File: src/rtl/wb_trace_writer.sv
// wb_trace_writer
// Commit-trace writer at the writeback end of the pipelined CPU. Each retiring
// register write and the retiring HLT become one record in a small FIFO. The
// records are streamed out over a valid/ready port, so a monitor sees an
// in-order retirement log and never has to probe pipeline internals.
//
// Optional feature: define TRACE_TIMESTAMP_EN to add a 16-bit free-running
// cycle counter. Its capture-cycle value is prepended to every record.
//
// Ports:
//   clk, rst_n    CPU clock; synchronous active-low reset.
//   cap_en        capture enable; 0 ignores all writeback events.
//   wb_regwrite, wb_hlt, wb_reg_rd, wb_data, wb_pc_next
//                 MEM/WB retirement signals.
//   trace_valid / trace_ready / trace_data
//                 record stream. Record layout is
//                 {[ts[15:0]], hlt, rd[3:0], data[15:0], pc_next[15:0]}.
//   trace_done    halt record consumed and FIFO empty.
//   overflow      sticky; at least one record was dropped.
//   drop_cnt      saturating count of dropped records.
//   fsm_state     debug view of the FSM
//                 (0 RUN, 1 HALT_PEND, 2 DRAIN, 3 DONE).
//   fifo_count    debug view of the FIFO occupancy.
//
// Handshake: a record transfers on a cycle where trace_valid and trace_ready
// are both 1. The producer holds trace_data stable while trace_valid=1 and
// trace_ready=0. trace_ready may be high while trace_valid=0; this has no
// effect.
module wb_trace_writer #(
    parameter int DEPTH  = 8,
    parameter int DROP_W = 8
) (
    input  logic                         clk,
    input  logic                         rst_n,
    input  logic                         cap_en,
    input  logic                         wb_regwrite,
    input  logic                         wb_hlt,
    input  logic [3:0]                   wb_reg_rd,
    input  logic [15:0]                  wb_data,
    input  logic [15:0]                  wb_pc_next,
    output logic                         trace_valid,
    input  logic                         trace_ready,
`ifdef TRACE_TIMESTAMP_EN
    output logic [52:0]                  trace_data,
`else
    output logic [36:0]                  trace_data,
`endif
    output logic                         trace_done,
    output logic                         overflow,
    output logic [DROP_W-1:0]            drop_cnt,
    output logic [1:0]                   fsm_state,
    output logic [$clog2(DEPTH+1)-1:0]   fifo_count
);

    localparam int AW = $clog2(DEPTH);
    localparam int CW = $clog2(DEPTH+1);
    localparam logic [CW-1:0] FULL = CW'(DEPTH);
`ifdef TRACE_TIMESTAMP_EN
    localparam int RW = 53;
`else
    localparam int RW = 37;
`endif

    typedef enum logic [1:0] {
        RUN       = 2'd0,
        HALT_PEND = 2'd1,
        DRAIN     = 2'd2,
        DONE      = 2'd3
    } state_t;

    state_t          state;
    logic [RW-1:0]   mem [DEPTH];
    logic [AW-1:0]   wr_ptr;
    logic [AW-1:0]   rd_ptr;
    logic [CW-1:0]   count;
    logic [RW-1:0]   hold;
    logic [RW-1:0]   rec;
    logic [RW-1:0]   push_rec;
    logic            evt;
    logic            pop;
    logic            push_ok;
    logic            push;

`ifdef TRACE_TIMESTAMP_EN
    logic [15:0]     ts;

    // Reset holds the counter at 0, so the first cycle after release reads 0.
    always_ff @(posedge clk) begin
        if (!rst_n) ts <= 16'd0;
        else        ts <= ts + 16'd1;
    end
`endif

    // A pure HLT retirement carries no register write, so rd and data are zeroed.
    always_comb begin
        rec = {
`ifdef TRACE_TIMESTAMP_EN
               ts,
`endif
               wb_hlt,
               wb_regwrite ? wb_reg_rd : 4'd0,
               wb_regwrite ? wb_data   : 16'd0,
               wb_pc_next};
    end

    assign evt         = cap_en & (wb_regwrite | wb_hlt);
    assign trace_valid = (count != '0);
    assign pop         = trace_valid & trace_ready;
    // A full FIFO still accepts a push when its head leaves in the same cycle.
    assign push_ok     = (count != FULL) | pop;
    assign trace_data  = trace_valid ? mem[rd_ptr] : '0;
    assign fsm_state   = state;
    assign fifo_count  = count;

    // Only RUN captures live events. HALT_PEND replays the held halt record.
    always_comb begin
        push     = 1'b0;
        push_rec = rec;
        case (state)
            RUN:       push = evt & push_ok;
            HALT_PEND: begin
                push     = push_ok;
                push_rec = hold;
            end
            default:   push = 1'b0;
        endcase
    end

    always_ff @(posedge clk) begin
        if (push) mem[wr_ptr] <= push_rec;
    end

    always_ff @(posedge clk) begin
        if (!rst_n) begin
            wr_ptr <= '0;
            rd_ptr <= '0;
            count  <= '0;
        end else begin
            if (push) wr_ptr <= wr_ptr + AW'(1);
            if (pop)  rd_ptr <= rd_ptr + AW'(1);
            case ({push, pop})
                2'b10:   count <= count + CW'(1);
                2'b01:   count <= count - CW'(1);
                default: count <= count;
            endcase
        end
    end

    always_ff @(posedge clk) begin
        if (!rst_n) begin
            state      <= RUN;
            hold       <= '0;
            overflow   <= 1'b0;
            drop_cnt   <= '0;
            trace_done <= 1'b0;
        end else begin
            case (state)
                RUN: begin
                    if (evt) begin
                        if (wb_hlt) begin
                            // The halt record is never dropped; park it if no room.
                            if (push_ok) begin
                                state <= DRAIN;
                            end else begin
                                hold  <= rec;
                                state <= HALT_PEND;
                            end
                        end else if (!push_ok) begin
                            overflow <= 1'b1;
                            if (drop_cnt != '1) drop_cnt <= drop_cnt + DROP_W'(1);
                        end
                    end
                end
                HALT_PEND: begin
                    if (push_ok) state <= DRAIN;
                end
                DRAIN: begin
                    // No pushes happen here, so an empty FIFO means the halt record is gone.
                    if (count == '0) begin
                        state      <= DONE;
                        trace_done <= 1'b1;
                    end
                end
                default: begin
                    trace_done <= 1'b1;
                end
            endcase
        end
    end

endmodule

File: config.mk
export PLATFORM = sky130hd
export DESIGN_NAME = wb_trace_writer
export DESIGN_NICKNAME = d
export VERILOG_FILES = /design/src/rtl/wb_trace_writer.sv
export SDC_FILE = /design/constraint.sdc
export NUM_CORES = 1
export LEC_CHECK = 0
export ABC_AREA = 1
export BUFFER_PORTS_ARGS = -buffer_cell sky130_fd_sc_hd__buf_2
export CORE_UTILIZATION = 25
export DETAILED_ROUTE_END_ITERATION = 16
export GPL_TIMING_DRIVEN = 0
export HOLD_SLACK_MARGIN = 0.12
export PLACE_DENSITY = 0.5
export RECOVER_POWER = 25
export SLEW_MARGIN = 25
export SYNTH_ARGS = -nofsm -noshare
export SYNTH_HDL_FRONTEND = slang
export SYNTH_SLANG_ARGS = --single-unit
export TNS_END_PERCENT = 30
File: constraint.sdc
create_clock -name clk -period 4.5 [get_ports clk]
set_input_delay 0.45 -clock clk [delete_from_list [all_inputs] [get_ports clk]]
set_output_delay 0.45 -clock clk [all_outputs]
set_load 0.02 [all_outputs]
==> results.ini, run 1 <==
[synthesis]
syn_nets=1416
yosysSeqAreaShare_pct=68.5
ys.flop_type=edfxtp_1
synth_top_area_cell=edfxtp_1
syn-cell-area_mm2=0.0148
ys_warn_count=0
synth.most_common_cell=nor2_1
avgSynthCellArea_um2=10.8
synth_edf_count=296
synthTopCellsByCount=nor2_1 (349), edfxtp_1 (296), o21ai_0 (179), nand2_1 (174), dfxtp_1 (62)
yosys-top-cells-area=edfxtp_1 (60%), nor2_1 (8.9%), dfxtp_1 (8.4%)
synth_top_cell_area_share_pct=60.1
syn_inst=1364
synthArstFlopShare_pct=0
synth.distinct_cells=32
yosys_register_bits=358

[timing]
rsz0062_at_grt=false
setup_viol=0
final.min_clock_period_ns=3.46
fin_skew_ns=0.0219
timing.setup.tns_ns=0
maxSlewHeadroom_pct=7.38
clock.fmax_mhz=289
hold_viol=0
maxSlewViolCount=0
final.setup.worst_slack_ns=1.04
tightestPinTransition_ns=1.39
min_period_over_period_pct=76.8

[global_routing]
grt_pass1_wl_um=64100
grtUsageTotal_pct=14.1
grt_antenna_before_repair=1
grt_max_degree=23
gr-total-overflow=0
grt_pass1_vias=10200

[setup_path]
critical_path.top_delay_family=buffers and inverters
r2r-start=fsm_state[0]
path_max_fanout=18
arrival_ns=3.58
cpPeakStageDelay_ns=1.05
path_buf_inv=3
startpoint=fsm_state[0]
start_kind=flop
cp-end-kind=flop
critical_path_class=reg2reg
cp_common_cell=nand2_1
cp_slowest_cell=clkbuf_1
crit_path_cell_trace=inv_1 > ha_1 > clkbuf_1 > nand2_1 > nand2_1 > nand2_1 > or2_0 > nor2_1 > clkbuf_1
worstPathRequired_ns=4.63

[place]
dpl.hpwl_um=29200
preCtsSetupSlack_ns=1.74
placed_cells=2235
port_buffers=93
place_congestion=0.767

[finish]
area_growth_pct=19.6
nets=1562
diodes=0
drive_gt1_share_pct=12.0
fin_cells=2304

[drt]
topRoutingLayerUsed=met5
drt.antenna.violating_nets=0
finalWirelength_um=42600
via_per_inst=4.54
drtPass1Iterations=5
avgRoutedWirePerCell_um=18.5
met1_length_um=19700
vias=10500
wl_met2_um=20100
met3WireLength_um=2100
drt_iter0_drc=789
post-route-drc-count=0

[clock_network]
cts_resized=0
cts_tree=yes
cts_sinks=358
cts_setup_buffers=0
holdBufCountCts=0
cts_made_buffers=38
clk_pin_slew_ns=0.06
clock-root-buffer=clkbuf_16
clkLatencyLatePin_ns=0.54
cts.path.max_buffers=3
cts_max_level=2

[min_path]
worstHoldStart=wb_pc_next[4]
min_path_type=in2reg

[floorplanning]
chipWidth_um=245
fp.dieH_um=245
core_area_mm2=0.0580
start_util_pct=25.5
die-area_mm2=0.0601
std_cell_rows=88
num_io_pins=96

[power]
seqPwrFrac_pct=38.3
totalPowerFinal_mw=10.2
p_sw_mw=3.66
switching_share_pct=35.9
clock_power_share_pct=30.7
comb_power_share_pct=31.1
peakVddDrop_v=0.000320
internal_power_mw=6.51
leakagePower_nw=6.32
p_per_area_mw_per_mm2=575

[status]
status=complete, no violations

[job]
maxCapViolCount=0

==> power groups by stage <==
stage                     Combinational, mW  Clock [mW]  Sequential [mW]
final                                  3.16        3.12             3.89
after global routing                   3.48        3.31             3.91
after CTS                              3.25        3.19             3.89
after detailed placement               3.25           0             3.96
after global placement                 3.14           0             3.98
after floorplan                        1.89           0             3.97
==> routing by layer <==
layer  up-vias  track usage (%)
met5         -                0
met2       301             23.1
met1      5051             19.3
met3        51             2.32
li1       5065                -
met4         2             3.38
==> cells by family after synthesis <==
group | Yosys count | share of synthesized area [%]
buffers and inverters | 114 | 3.46
DFF | 358 | 68.5
xor gates and xnor gates | 5 | 0.296
adders and majority gates | 10 | 0.846
AOI/OAI and AO/OA | 305 | 11.7
and+or+nand+nor | 572 | 15.2
==> worst reg2reg max path, cell delays in order (launching register included) <==
cell and delay, ns:
dfxtp_1 0.35, inv_1 0.10, ha_1 0.15, clkbuf_1 0.33
nand2_1 0.11, nand2_1 0.08, nand2_1 0.14, or2_0 0.37
nor2_1 0.35, clkbuf_1 1.05
==> cell type report <==
class                      instances  area [um^2]
sequential                       358        10100
tap                              765          957
clock buffer                      49         1020
inverter                          28          106
fill                            5886        40300
clock inverter                    20          214
timing repair buffer             106          733
buffer                            86          377
multi-input combinational        892         4150
==> stage by stage <==
step	instance area, um^2	hold WS, ns	utilization (%)
floorplan	14800	0.440	-
finish	17700	0.158	30.5
global placement	16200	0.453	27.9
detailed placement	16600	0.466	28.6
CTS	17800	0.129	30.7
global route	17700	0.138	30.5
==> final timing paths <==
path | end | slack [ns] | depth (start not counted)
setup / recovery | mem[2][30] | 1.04 | 9
hold / removal | hold[4] | 0.16 | 3
setup reg to reg | mem[2][30] | 1.04 | 9
hold reg to reg | hold[36] | 0.48 | 2
==> sequential cells by signal, indices dropped and copies added, names as in the netlist, named ones only <==
signal / flops
wr_ptr: 3
overflow: 1
drop_cnt: 8
hold: 37
fsm_state: 2
rd_ptr: 3
mem: 296
fifo_count: 4
trace_done: 1
==> layout by cell type, fill, tap and decap left out, types with 8 or more instances in the layout <==
cell type	instances
a21oi_1	26
a21oi_2	8
buf_16	8
buf_2	93
clkbuf_1	83
clkbuf_16	38
dfxtp_1	62
edfxtp_1	296
ha_1	10
inv_1	25
nand2_1	174
nand3_1	36
nor2_1	345
o211ai_1	37
o21ai_0	179
o21ai_1	14
o22ai_1	37
No activity file was read; power rests on OpenSTA's default activity.
==> run 2, diff against run 1 <==
==> constraint.sdc (replaced) <==
create_clock -name clk -period 3.2 [get_ports clk]
set_input_delay 0.32 -clock clk [delete_from_list [all_inputs] [get_ports clk]]
set_output_delay 0.32 -clock clk [all_outputs]
set_load 0.02 [all_outputs]
==> run 2 against run 1 <==
  * Total power increased by 41%
  * Flip-flop and latch count unchanged
  * Clock-buffer cell count is the same
  * Setup slack worse by 0.82 ns
  * Clock skew decreased by 0.0011 ns
  * Worst hold slack improved by 0.073 ns
  * Cell count grew 1.6%
  * Sequential share of layout area is 1.3 points lower
  * Combinational power rose by 42%
  * Critical path depth down 2
  * Clock power up 41%
==> results.ini, run 2 (synthesized netlist as in run 1, its figures left out) <==
[setup_path]
path_max_fanout=10  ; was 18
r2r_slack_ns=0.33  ; was 1.04 ns
crit_path_cell_trace=buf_2 > clkbuf_1 > o21ai_0 > o22ai_1 > nor2_1 > nor2_1 > buf_2  ; was inv_1 > ha_1 > clkbuf_1 > nand2_1 > nand2_1 > nand2_1 > or2_0 > nor2_1 > clkbuf_1
worstPathRequired_ns=2.88  ; was 4.63 ns
r2r_end=mem[7][30]  ; was mem[2][30]
cpPeakStageDelay_ns=0.50  ; was 1.05 ns
cp_slowest_cell=clkbuf_1  ; unchanged
cp-end-kind=output port  ; was flop
critical_path_class=reg2out  ; was reg2reg
r2r-start=fsm_state[0]  ; unchanged
ff2ff_path_depth=10  ; was 9
start_kind=flop  ; unchanged
arrival_ns=2.65  ; was 3.58 ns

[power]
p_sw_mw=5.15  ; was 3.66 mW
peakVddDrop_v=0.000450  ; was 0.000320 V
leakagePower_nw=6.51  ; was 6.32 nW
comb_power_share_pct=31.3  ; was 31.1%
p_per_area_mw_per_mm2=794  ; was 575 mW/mm^2
seqPwrFrac_pct=38.1  ; was 38.3%
totalPowerFinal_mw=14.4  ; was 10.2 mW
clock_power_share_pct=30.6  ; was 30.7%
switching_share_pct=35.9  ; about the same
internal_power_mw=9.21  ; was 6.51 mW

[global_routing]
grt_pass1_wl_um=64500  ; was 64100 um
grt_antenna_before_repair=0  ; was 1
grt_pass1_vias=10300  ; was 10200
grt_max_degree=23  ; unchanged
gr-total-overflow=0  ; unchanged
grtUsageTotal_pct=14.2  ; was 14.1%

[timing]
fin_skew_ns=0.0208  ; was 0.0219 ns
final.min_clock_period_ns=2.97
maxSlewHeadroom_pct=29.1  ; was 7.38%
clock.fmax_mhz=336
maxSlewViolCount=0  ; unchanged
setup_viol=0  ; unchanged
tightestPinTransition_ns=1.05  ; was 1.39 ns
hold_viol=0  ; unchanged
min_period_over_period_pct=92.9
timing.setup.tns_ns=0  ; unchanged
rsz0062_at_grt=false  ; unchanged

[min_path]
holdPathEnd=hold[29]  ; was hold[4]
worstHoldStart=rst_n  ; was wb_pc_next[4]
min_path_type=in2reg  ; unchanged
holdPathStages=3  ; unchanged

[floorplanning]
start_util_pct=25.5  ; unchanged
std_cell_rows=88  ; unchanged
chipWidth_um=245  ; unchanged
die-area_mm2=0.0601  ; unchanged
num_io_pins=96  ; unchanged
fp.dieH_um=245  ; unchanged
core_area_mm2=0.0580  ; unchanged

[finish]
nets=1598  ; was 1562
largest_reg_flops=296  ; unchanged
diodes=0  ; unchanged
final_util_pct=31.2  ; was 30.5%
top_register=mem  ; unchanged
drive_gt1_share_pct=12.3  ; was 12.0%
layout_commonest_cell=nor2_1  ; unchanged
area_growth_pct=22.4  ; was 19.6%
reg.largest.list=mem (296), hold (37), drop_cnt (8)  ; unchanged
layout_common_cells=nor2_1 (344), edfxtp_1 (296), o21ai_0 (179)  ; was nor2_1 (345), edfxtp_1 (296), o21ai_0 (179)

[clock_network]
clock-root-buffer=clkbuf_16  ; unchanged
cts_setup_buffers=0  ; unchanged
cts_max_level=2  ; unchanged
clkLatencyLatePin_ns=0.54  ; about the same
cts_sinks=358  ; unchanged
cts.path.max_buffers=3  ; unchanged
cts_made_buffers=38  ; unchanged
cts_tree=yes  ; unchanged
clk_pin_slew_ns=0.06  ; about the same

[drt]
drt.antenna.violating_nets=0  ; unchanged
topRoutingLayerUsed=met4  ; was met5
drtPass1Iterations=5  ; unchanged
finalWirelength_um=42600  ; about the same
vias=10600  ; was 10500
via_per_inst=4.53  ; was 4.54
met1_length_um=19900  ; was 19700 um
met3WireLength_um=1950  ; was 2100 um
post-route-drc-count=0  ; unchanged
drt_iter0_drc=767  ; was 789
wl_met2_um=20100  ; about the same
avgRoutedWirePerCell_um=18.2  ; was 18.5 um

[place]
dpl.hpwl_um=29200  ; unchanged
place_congestion=0.767  ; unchanged
port_buffers=93  ; unchanged

[job]
maxCapViolCount=0  ; unchanged

[status]
status=complete, no violations  ; unchanged

[run 2: changes by cell type in the layout (fill, tap and decap cells not counted), sizes merged]
cell         previous run  this run
buf                   117       119
clkbuf                124       122
inv                    30        31
clkinvlp                1         0
dlygate4sd3             0        36
[run 2: metal layers]
layer  GRT usage [%]  up-vias
met5               0        -
met4            3.38        0
met3            2.13       49
met2            23.3      285
met1            19.4     5131
li1                -     5134
[run 2: worst max path at each step]
stage	from	endpoint	slack, ns
floorplan	fsm_state[0]	mem[0][0]	-0.13
finish	flop	trace_data[25]	0.23
detailed placement	fsm_state[1]	mem[7][25]	0.50
global placement	fsm_state[0]	mem[0][25]	-2.04
global route	fsm_state[0]	mem[7][30]	0.02
CTS	flop	trace_data[1]	0.05
[run 2: what timing repair did]
| action | CTS | global route |
|---|---|---|
| hold buffers | 36 | 0 |
| endpoints found under the hold margin | 36 | 0 |
| setup endpoints to repair | 1 | 10 |
| gates resized for setup | 1 | 14 |
| gates cloned | 0 | 0 |
[run 2: cell type report]
class	instances	area, um^2
fill	5866	39900
sequential	358	10100
multi-input combinational	892	4150
timing repair buffer	142	1130
clock buffer	49	1020
tap	765	957
buffer	86	387
clock inverter	20	214
inverter	28	108
[run 2: critical path, delay by kind of cell (launching register included)]
| family | cells | cell delay, ns |
|---|---|---|
| compound gates | 2 | 0.37 |
| buf+inv | 3 | 1.00 |
| flops | 1 | 0.47 |
| simple gates | 2 | 0.26 |
[run 2: stage by stage]
stage | area (um^2) | hold WS (ns) | std cells | setup slack (ns)
final | 18100 | 0.230 | 2340 | 0.227
after global routing | 18100 | 0.237 | 2340 | 0.0162
after CTS | 18200 | 0.210 | 2340 | 0.0515
after detailed placement | 16600 | 0.466 | 2235 | 0.504
after global placement | 16200 | 0.453 | 2222 | -2.04
after floorplan | 14800 | 0.440 | 1364 | -0.135
[run 2: power groups by stage]
stage               logic, mW  registers (mW)  clock network [mW]
floorplan                2.66            5.59                   0
global placement         4.41            5.59                   0
detailed placement       4.57            5.57                   0
CTS                      4.61            5.48                4.49
global route             4.96            5.49                4.65
finish                   4.50            5.47                4.39
